## src/rtl/neopixel_pkg.sv

```systemverilog
// neopixel_pkg: shared types, constants and timing helpers for the NeoPixel drivers.
package neopixel_pkg;
    typedef enum logic [2:0] {S_IDLE, S_PREFETCH, S_HI, S_LO, S_RST} state_t;
    localparam int BPP_GRB = 3;
    localparam int BPP_GRBW = 4;
    function automatic int ns2tck(input longint clk_hz, input longint ns);
        longint t;
        t = clk_hz * ns / 64'sd1_000_000_000;
        return (t < 1) ? 1 : int'(t);
    endfunction
    function automatic int imax(input int a, input int b);
        return (a > b) ? a : b;
    endfunction
endpackage

```

## src/rtl/neopixel_scale8.sv

```systemverilog
// neopixel_scale8: brightness scaling y = (d*(b+1))>>8, so b=255 passes d through.
module neopixel_scale8 (
    input  logic [7:0] d_i,
    input  logic [7:0] b_i,
    output logic [7:0] y_o
);
    logic [15:0] prod_d;
    assign prod_d = {8'd0, d_i} * ({8'd0, b_i} + 16'd1);
    assign y_o = prod_d[15:8];
endmodule

```

## src/rtl/neopixel_driver_gen2.sv

```systemverilog
// neopixel_driver_gen2: streams a frame of pixel RAM bytes onto one WS281x/SK6812 line
// with latched brightness scaling, pipelined RAM reads and frame abort.
module neopixel_driver_gen2
    import neopixel_pkg::*;
#(
    parameter int LEDS = 200,
    parameter int BPP = BPP_GRB,
    parameter int CLK_HZ = 50_000_000,
    parameter int T0H_NS = 350,
    parameter int T0L_NS = 800,
    parameter int T1H_NS = 700,
    parameter int T1L_NS = 600,
    parameter int RST_NS = 80_000,
    parameter int RD_LAT = 1,
    parameter bit REVERSE = 1'b1,
    localparam int NBYTES = LEDS * BPP,
    localparam int AW = (NBYTES > 1) ? $clog2(NBYTES) : 1
) (
    input  logic          i_clk,
    input  logic          i_rst_n,
    input  logic          i_start,
    input  logic          i_abort,
    input  logic [7:0]    i_brightness,
    output logic          o_busy,
    output logic          o_rd_en,
    output logic [AW-1:0] o_rd_addr,
    input  logic [7:0]    i_rd_data,
    output logic          o_neopixel_out,
    output logic          o_frame_done
);
    localparam int T0H_TCK = ns2tck(CLK_HZ, T0H_NS);
    localparam int T0L_TCK = ns2tck(CLK_HZ, T0L_NS);
    localparam int T1H_TCK = ns2tck(CLK_HZ, T1H_NS);
    localparam int T1L_TCK = ns2tck(CLK_HZ, T1L_NS);
    localparam int RST_TCK = ns2tck(CLK_HZ, RST_NS);
    localparam int MAX_TCK = imax(imax(imax(T0H_TCK, T0L_TCK), imax(T1H_TCK, T1L_TCK)), RST_TCK);
    localparam int CW = $clog2(MAX_TCK + 1);
    localparam int IW = $clog2(NBYTES + 1);

    state_t            state_q;
    logic [CW-1:0]     cnt_q;
    logic [2:0]        bit_q;
    logic [IW-1:0]     byte_q;
    logic [7:0]        sr_q;
    logic [7:0]        next_q;
    logic [7:0]        b_q;
    logic [RD_LAT-1:0] vld_q;
    logic              aborted_q;
    logic [7:0]        scaled_d;
    logic              rd_vld_d;
    logic              last_byte_d;
    logic              more_d;

    function automatic logic [CW-1:0] hi_cnt(input logic b);
        return b ? CW'(T1H_TCK - 1) : CW'(T0H_TCK - 1);
    endfunction

    function automatic logic [CW-1:0] lo_cnt(input logic b);
        return b ? CW'(T1L_TCK - 1) : CW'(T0L_TCK - 1);
    endfunction

    function automatic logic [AW-1:0] addr_of(input int k);
        return AW'(REVERSE ? NBYTES - 1 - k : k);
    endfunction

    neopixel_scale8 u_scale (
        .d_i(i_rd_data),
        .b_i(b_q),
        .y_o(scaled_d)
    );

    assign rd_vld_d = vld_q[RD_LAT-1];
    assign last_byte_d = (byte_q == IW'(NBYTES - 1));
    assign more_d = (32'(byte_q) + 32'd2 < 32'(NBYTES));

    always_ff @(posedge i_clk) begin
        if (!i_rst_n) begin
            state_q        <= S_IDLE;
            cnt_q          <= '0;
            bit_q          <= '0;
            byte_q         <= '0;
            sr_q           <= '0;
            next_q         <= '0;
            b_q            <= '0;
            vld_q          <= '0;
            aborted_q      <= 1'b0;
            o_busy         <= 1'b0;
            o_rd_en        <= 1'b0;
            o_rd_addr      <= '0;
            o_neopixel_out <= 1'b0;
            o_frame_done   <= 1'b0;
        end else begin
            o_rd_en      <= 1'b0;
            o_frame_done <= 1'b0;
            vld_q        <= RD_LAT'({vld_q, o_rd_en});
            case (state_q)
                S_IDLE: if (i_start) begin
                    state_q   <= S_PREFETCH;
                    o_busy    <= 1'b1;
                    b_q       <= i_brightness;
                    byte_q    <= '0;
                    bit_q     <= '0;
                    aborted_q <= 1'b0;
                    o_rd_en   <= 1'b1;
                    o_rd_addr <= addr_of(0);
                end
                S_PREFETCH: if (rd_vld_d) begin
                    state_q        <= S_HI;
                    sr_q           <= scaled_d;
                    cnt_q          <= hi_cnt(scaled_d[7]);
                    o_neopixel_out <= 1'b1;
                    if (NBYTES > 1) begin
                        o_rd_en   <= 1'b1;
                        o_rd_addr <= addr_of(1);
                    end
                end
                S_HI: begin
                    if (rd_vld_d) next_q <= scaled_d;
                    if (cnt_q == '0) begin
                        state_q        <= S_LO;
                        cnt_q          <= lo_cnt(sr_q[7]);
                        o_neopixel_out <= 1'b0;
                    end else begin
                        cnt_q <= cnt_q - CW'(1);
                    end
                end
                S_LO: begin
                    if (rd_vld_d) next_q <= scaled_d;
                    if (cnt_q != '0) begin
                        cnt_q <= cnt_q - CW'(1);
                    end else if (bit_q != 3'd7) begin
                        state_q        <= S_HI;
                        bit_q          <= bit_q + 3'd1;
                        sr_q           <= sr_q << 1;
                        cnt_q          <= hi_cnt(sr_q[6]);
                        o_neopixel_out <= 1'b1;
                    end else if (last_byte_d) begin
                        state_q <= S_RST;
                        cnt_q   <= CW'(RST_TCK - 1);
                    end else begin
                        // gapless byte hand-over: the prefetched byte starts on the very next cycle
                        state_q        <= S_HI;
                        bit_q          <= '0;
                        byte_q         <= byte_q + IW'(1);
                        sr_q           <= next_q;
                        cnt_q          <= hi_cnt(next_q[7]);
                        o_neopixel_out <= 1'b1;
                        if (more_d) begin
                            o_rd_en   <= 1'b1;
                            o_rd_addr <= addr_of(int'(byte_q) + 2);
                        end
                    end
                end
                S_RST: if (cnt_q == '0) begin
                    state_q      <= S_IDLE;
                    o_busy       <= 1'b0;
                    o_frame_done <= !aborted_q;
                end else begin
                    cnt_q <= cnt_q - CW'(1);
                end
                default: state_q <= S_IDLE;
            endcase
            if (i_abort && (state_q == S_PREFETCH || state_q == S_HI || state_q == S_LO)) begin
                state_q        <= S_RST;
                cnt_q          <= CW'(RST_TCK - 1);
                o_neopixel_out <= 1'b0;
                o_rd_en        <= 1'b0;
                vld_q          <= '0;
                aborted_q      <= 1'b1;
            end
        end
    end
endmodule

```

## config.mk

```make
export PLATFORM = sky130hd
export DESIGN_NAME = neopixel_driver_gen2
export DESIGN_NICKNAME = d
export VERILOG_FILES = /design/src/rtl/neopixel_pkg.sv /design/src/rtl/neopixel_scale8.sv /design/src/rtl/neopixel_driver_gen2.sv
export SDC_FILE = /design/constraint.sdc
export NUM_CORES = 1
export LEC_CHECK = 0
export ABC_AREA = 1
export CAP_MARGIN = 30
export CORE_MARGIN = 2
export CORE_UTILIZATION = 40
export DETAILED_ROUTE_END_ITERATION = 12
export PLACE_DENSITY = 0.57
export SYNTH_ARGS = -nofsm -noshare
export SYNTH_HDL_FRONTEND = slang
export SYNTH_SLANG_ARGS = --single-unit
export TNS_END_PERCENT = 10
```

## constraint.sdc

```tcl
create_clock -name i_clk -period 10.16 [get_ports i_clk]
set_input_delay 3.048 -clock i_clk [delete_from_list [all_inputs] [get_ports i_clk]]
set_output_delay 3.048 -clock i_clk [all_outputs]
set_load 0.005 [all_outputs]
```

; ---- Word-level counts from Yosys, hierarchy flattened
; Cells that the tools add are included.
[classes]
n_reduce_logical = 32
muxes = 61
multipliers = 1
n_eq_ne = 22
n_bitwise = 1
n_lt_le_gt_ge = 1
add_sub_neg = 7
[ops]
columns = op, n
row1 = 10-bit two-way mux, 10
row2 = 12-bit two-way mux, 7
row3 = 12-bit case mux with 4 select lines, 1
row4 = 3-bit two-way mux, 12
row5 = 8-bit two-way mux, 4
row6 = 10-bit case mux with 3 select lines, 1
row7 = 6-bit two-way mux, 4
row8 = 10-bit case mux with 2 select lines, 1
row9 = 5-bit AND reduction, 4
row10 = "2-bit inequality test, second input constant", 9
row11 = 8-bit by 16-bit multiplier with 16-bit output, 1
row12 = 8-bit case mux with 2 select lines, 1
row13 = 1-bit two-way mux, 15
row14 = "3-bit inequality test, second input constant", 5
row15 = 3-bit case mux with 5 select lines, 1
row16 = 12-bit zero test, 1
row17 = 3-bit AND reduction, 4
row18 = 12-bit nonzero test, 1
row19 = "12-bit by 1-bit subtractor with 12-bit output, second input constant", 1
row20 = "10-bit by 2-bit adder with 11-bit output, second input constant", 1
row21 = "11-bit by 10-bit < comparator with 1-bit output, second input constant", 1
row22 = "10-bit by 1-bit adder with 10-bit output, second input constant", 1
row23 = "10-bit by 2-bit adder with 10-bit output, second input constant", 1
row24 = "10-bit == test, second input constant", 1
row25 = other kinds (23), 37
[word_totals]
input_bits = 20
elab_cells = 141
output_inout_bits = 14
reg_bits = 68

; ---- Longest topological paths before layout
[depth]
word_depth = 7
mapped_depth = 28
ltp_nobuf = 28

; ---- By module
; A second synthesis with hierarchy kept.
[hier_totals]
cells_unflattened = 962
hier_area_um2 = 6398.6
[by_module_without_submodules]
columns = mod, cells_per_inst, seq_area_each_um2, area_per_inst_um2, n_inst
row1 = neopixel_driver_gen2, 603, 1361.3, 3968.8, 1
row2 = neopixel_scale8, 359, 0.0, 2429.8, 1

; ---- Worst setup path after synthesis
; Ideal clock, no wire load.
[synth_path]
path_type = input to register
start = in i_rd_data[6]
end = reg sr_q[1]
setup_time_ns = 0.113
arrival_time_ns = 6.597
path_stages = 17
path_buffers = 0
setup_slack_ns = 3.450
required_ns = 10.047
cell_sequence = inv_1 > nor2_1 > fa_1 > fa_1 > fa_1 > inv_1 > fa_1 > inv_1 > ha_1 > nand2_1 > o21ai_0 > a21oi_1 > or2_2 > nand2_1 > nor2_1 > o21ai_1 > inv_2
[synth_between]
elab_chain_len = 3
[synth_rtl]
columns = element, line_no
row1 = "start, declared", neopixel_driver_gen2.sv:27  ; input logic [7:0] i_rd_data,
row2 = 8-bit by 16-bit multiplier with 16-bit output, neopixel_scale8.sv:8  ; assign prod_d = {8'd0, d_i} * ({8'd0, b_i} + 16'd1);
row3 = 8-bit two-way mux, neopixel_driver_gen2.sv:107  ; S_PREFETCH: if (rd_vld_d) begin
row4 = 8-bit case mux with 2 select lines, neopixel_driver_gen2.sv:96  ; case (state_q)
row5 = "end signal, assigned", neopixel_driver_gen2.sv:109  ; sr_q <= scaled_d;
row6 = "end signal, assigned", neopixel_driver_gen2.sv:134  ; sr_q <= sr_q << 1;
row7 = "end signal, assigned", neopixel_driver_gen2.sv:145  ; sr_q <= next_q;
row8 = "end, declared", neopixel_driver_gen2.sv:44  ; logic [7:0] sr_q;
; No other way between the ends. The select of a mux whose other input is x is not followed.
; A chain may end at the register's enable or synchronous reset.

; ---- Worst setup path in the final report
; Same ends and word-level chain as after synthesis.

==> impl_results.md <==
- Outcome: complete, no violations
- Die height: 129.4 um
- Area growth from synthesis to layout: 13.06%
- Total Routing Usage GR: 20.24%
- DP Area: 0.006813 mm^2
- Flop2flop setup slack: 4.38 ns
- Die area: 0.01673 mm^2
- Minimum clock period: 7.275 ns
- Sw Ratio: 51.36%
- ANT nets after route: 0
- Hold EP: o_frame_done$_SDFF_PN0_
- Io pins: 34
- Row cnt: 45
- Die Span X: 129.4 um
- Worst R2R End: next_q[4]$_SDFFE_PN0P_
- Placeable core area: 0.01526 mm^2
- Final net count: 1066
- Resized cells post-CTS: 0
- Setup_tns: 0 ns
- Avg WL per Cell: 13.35 um
- Combinational share of power: 66.6%
- Slew Viols, Final: 0
- FF-to-FF Start: b_q[0]$_SDFFE_PN0P_
- Asr flop ratio synth: 0%
- Sequential Area: 0.001361 mm^2
- Crit path cell chain: clkdlybuf4s50_1, inv_1, nor2_1, fa_1, fa_1, fa_1, inv_1, fa_1, inv_1, ha_1, nand2_1, o21ai_0, a21oi_1, or2_2, nand2_1, nor2_1, o21ai_1, inv_2
- Number of buffers added on ports: 33
- Clock sink count: 68
- Root buf cell: clkbuf_16
- Fillers: 1626
- Diodes inserted: 0
- Post-synthesis net count: 1037
- Pwr Density: 297.3 mW/mm^2
- Grt total ovfl: 0
- Postcts setup bufs: 0
- Commonest non-fill, non-tap cells in the layout: nand2_1, inv_1, nor2_1, a21oi_1, dfxtp_1
- Critical path type: in2reg
- Clk pwr share: 14.7%
- Tcrit/Tclk final: 71.60%
- GP Congestion: 0.8851
- Sequential area share after synthesis: 21.66%
- Max Freq: 137.5 MHz
- Synth Cell Area: 0.006286 mm^2
- WL final: 15800 um
- Worst-path fanout max: 5
- Finish-stage setup viols: 0
- Crit end category: flop
- Flop pwr share: 18.7%
- Vias: 5829
- Internal power: 1.028 mW
- Initial core utilization: 41.20%
- Initial DRT Pass Iterations: 5
- CP Buf/Inv Count: 5
- Data required, critical path: 10.40 ns
- Cell area after layout: 0.007107 mm^2
- Yosys reg bits: 68
- CTS buffer count: 9
- Skew final: 0.006724 ns
- Iteration-0 DRC Markers: 308
- Crit-path most repeated cell: fa_1
- Critical path arrival: 7.52 ns
- Number of distinct library cells after synthesis: 45
- Rel. slew slack: 52.47%
- Most common cell after layout, fill and taps aside: nand2_1
- Non-Filler Instances: 1183
- Post-synthesis cell count: 938
- Global-route wire length before repair: 26890 um
- Largest net degree at the start of global routing: 29
- R2R depth: 25
- CTS max path bufs: 2
- Clk pin slew, worst setup/hold paths: 0.06 ns
- Yosys warns: 0
- Pleak: 3.457 nW
- CTS Hold Bufs: 0
- Post-synth EDFFs: 0
- CTS tree: built
- VDD IR max: 0.1173 mV
- Startpoint Class: input pin
- DR vias/cell: 4.927
- Clk_lat worst skew: 0.34 ns
- Layout cell share with drive strength beyond 1: 6.481%
- Hold Crit Depth: 1
- Synthesized area per cell: 6.702 um^2
- RSZ-0062 raised after global routing: no
- Slowest CP cell: clkdlybuf4s50_1
- Vias in the first global route: 5626
- DRC: 0
- Final HPWL DP: 12420 um
- Kind of cell adding the most delay to the critical path: adder cells
- Slew @ Worst Pin: 0.7113 ns
- Crit-path max cell delay: 0.56 ns
- Final hold viol count: 0
- Hold crit path type: reg2reg
- Post-synth top flop: dfxtp_1
- Sw power: 1.085 mW
- Area of the multi-input gates: 0.004160 mm^2
- Hold Crit Start: aborted_q$_SDFFE_PN0P_
- Max cap viols: 0
- H-tree lvl count: 3
- Initial antenna violation count: 0
- Placed cell count: 1167
- Total power: 2.113 mW
==> power groups by stage <==
stage	clock, mW	sequential (mW)	combinational, mW
after floorplan	0	0.389	1.08
after global placement	0	0.400	1.41
after detailed placement	0	0.399	1.40
after CTS	0.323	0.394	1.42
after global routing	0.331	0.403	1.63
final	0.311	0.395	1.41
==> Yosys cell counts (all sizes together) (4+ instances only) <==
library cell | instances | share of area [%]
nand2 | 205 | 13
inv | 179 | 11
nor2 | 121 | 8.1
a21oi | 77 | 6.2
dfxtp | 68 | 22
o21ai | 60 | 5.0
nand3 | 57 | 4.5
fa | 40 | 13
ha | 39 | 7.8
xor2 | 15 | 2.2
nor3 | 12 | 1.0
buf | 10 | 0.96
nand4 | 9 | 0.90
clkbuf | 8 | 0.48
o211ai | 7 | 0.84
nor4 | 5 | 0.84
a22oi | 4 | 0.48
xnor2 | 4 | 0.56
==> state kept, by name (all words and copies together) (netlist names) <==
register and flops:
aborted_q 1, b_q 8, bit_q 3, byte_q 10, cnt_q 12, next_q 8
o_busy 1, o_frame_done 1, o_neopixel_out 1, o_rd_addr 10, o_rd_en 1, rd_vld_d 1
sr_q 8, state_q 3
==> worst max path at each step <==
stage	startpoint	end	slack (ns)	cells after the start
after floorplan	i_rd_data[6]	sr_q[1]$_SDFFE_PN0P_	3.45	17
after global placement	i_rd_data[7]	next_q[4]$_SDFFE_PN0P_	2.62	19
after detailed placement	i_rd_data[7]	next_q[4]$_SDFFE_PN0P_	2.56	19
after CTS	i_rd_data[7]	next_q[4]$_SDFFE_PN0P_	2.90	19
after global routing	i_rd_data[7]	cnt_q[4]$_SDFFE_PN0P_	2.55	18
final	i_rd_data[6]	sr_q[1]$_SDFFE_PN0P_	2.89	18
==> cells by family after synthesis <==
kind of cell	count (synthesis)	synth area share [%]
AO/OA/AOI/OAI	160	13.89
adder cells (fa/ha/maj)	79	20.50
AND/OR/NAND/NOR	415	29.02
XOR/XNOR	19	2.767
flip-flops	68	21.66
buffers and inverters	197	12.16
==> routing by layer <==
layer	wire length, um	global-route usage (%)	share of wire (%)
met4	264	5.818	1.7
met1	7622	26.47	48
met3	520	3.964	3.3
met5	0	0	0
met2	7389	34.06	47
==> cell type report <==
cell class                 count  area share [%]
clock inverter                 6          0.9155
tap                          211           3.715
multi-input combinational    673           58.54
sequential                    68           19.15
timing repair buffer          36           4.965
inverter                     179           9.489
clock buffer                  10           3.222
==> metrics by stage <==
step	util, %	setup slack [ns]	hold slack, ns
global placement	44.60	2.621	0.4208
floorplan	-	3.450	0.3971
global route	46.58	2.548	0.4489
finish	46.58	2.885	0.4256
detailed placement	44.65	2.555	0.4201
CTS	46.58	2.898	0.4280
==> worst register-to-register path, cell delays in order, from the launching register on <==
cell     delay, ns
dfxtp_1       0.55
ha_1          0.26
nand2_1       0.06
nor2_1        0.22
inv_1         0.12
nand2_1       0.07
inv_1         0.04
nor2_1        0.40
inv_1         0.25
nor2_1        0.19
fa_1          0.47
fa_1          0.52
fa_1          0.55
inv_1         0.06
fa_1          0.53
inv_1         0.04
ha_1          0.34
nand2_1       0.11
nor2_1        0.15
nand4_1       0.08
or3_1         0.34
nand2_1       0.07
nand2_1       0.06
nand2_1       0.06
a21o_1        0.11
inv_1         0.03
Power figures use the tool's default switching activity.
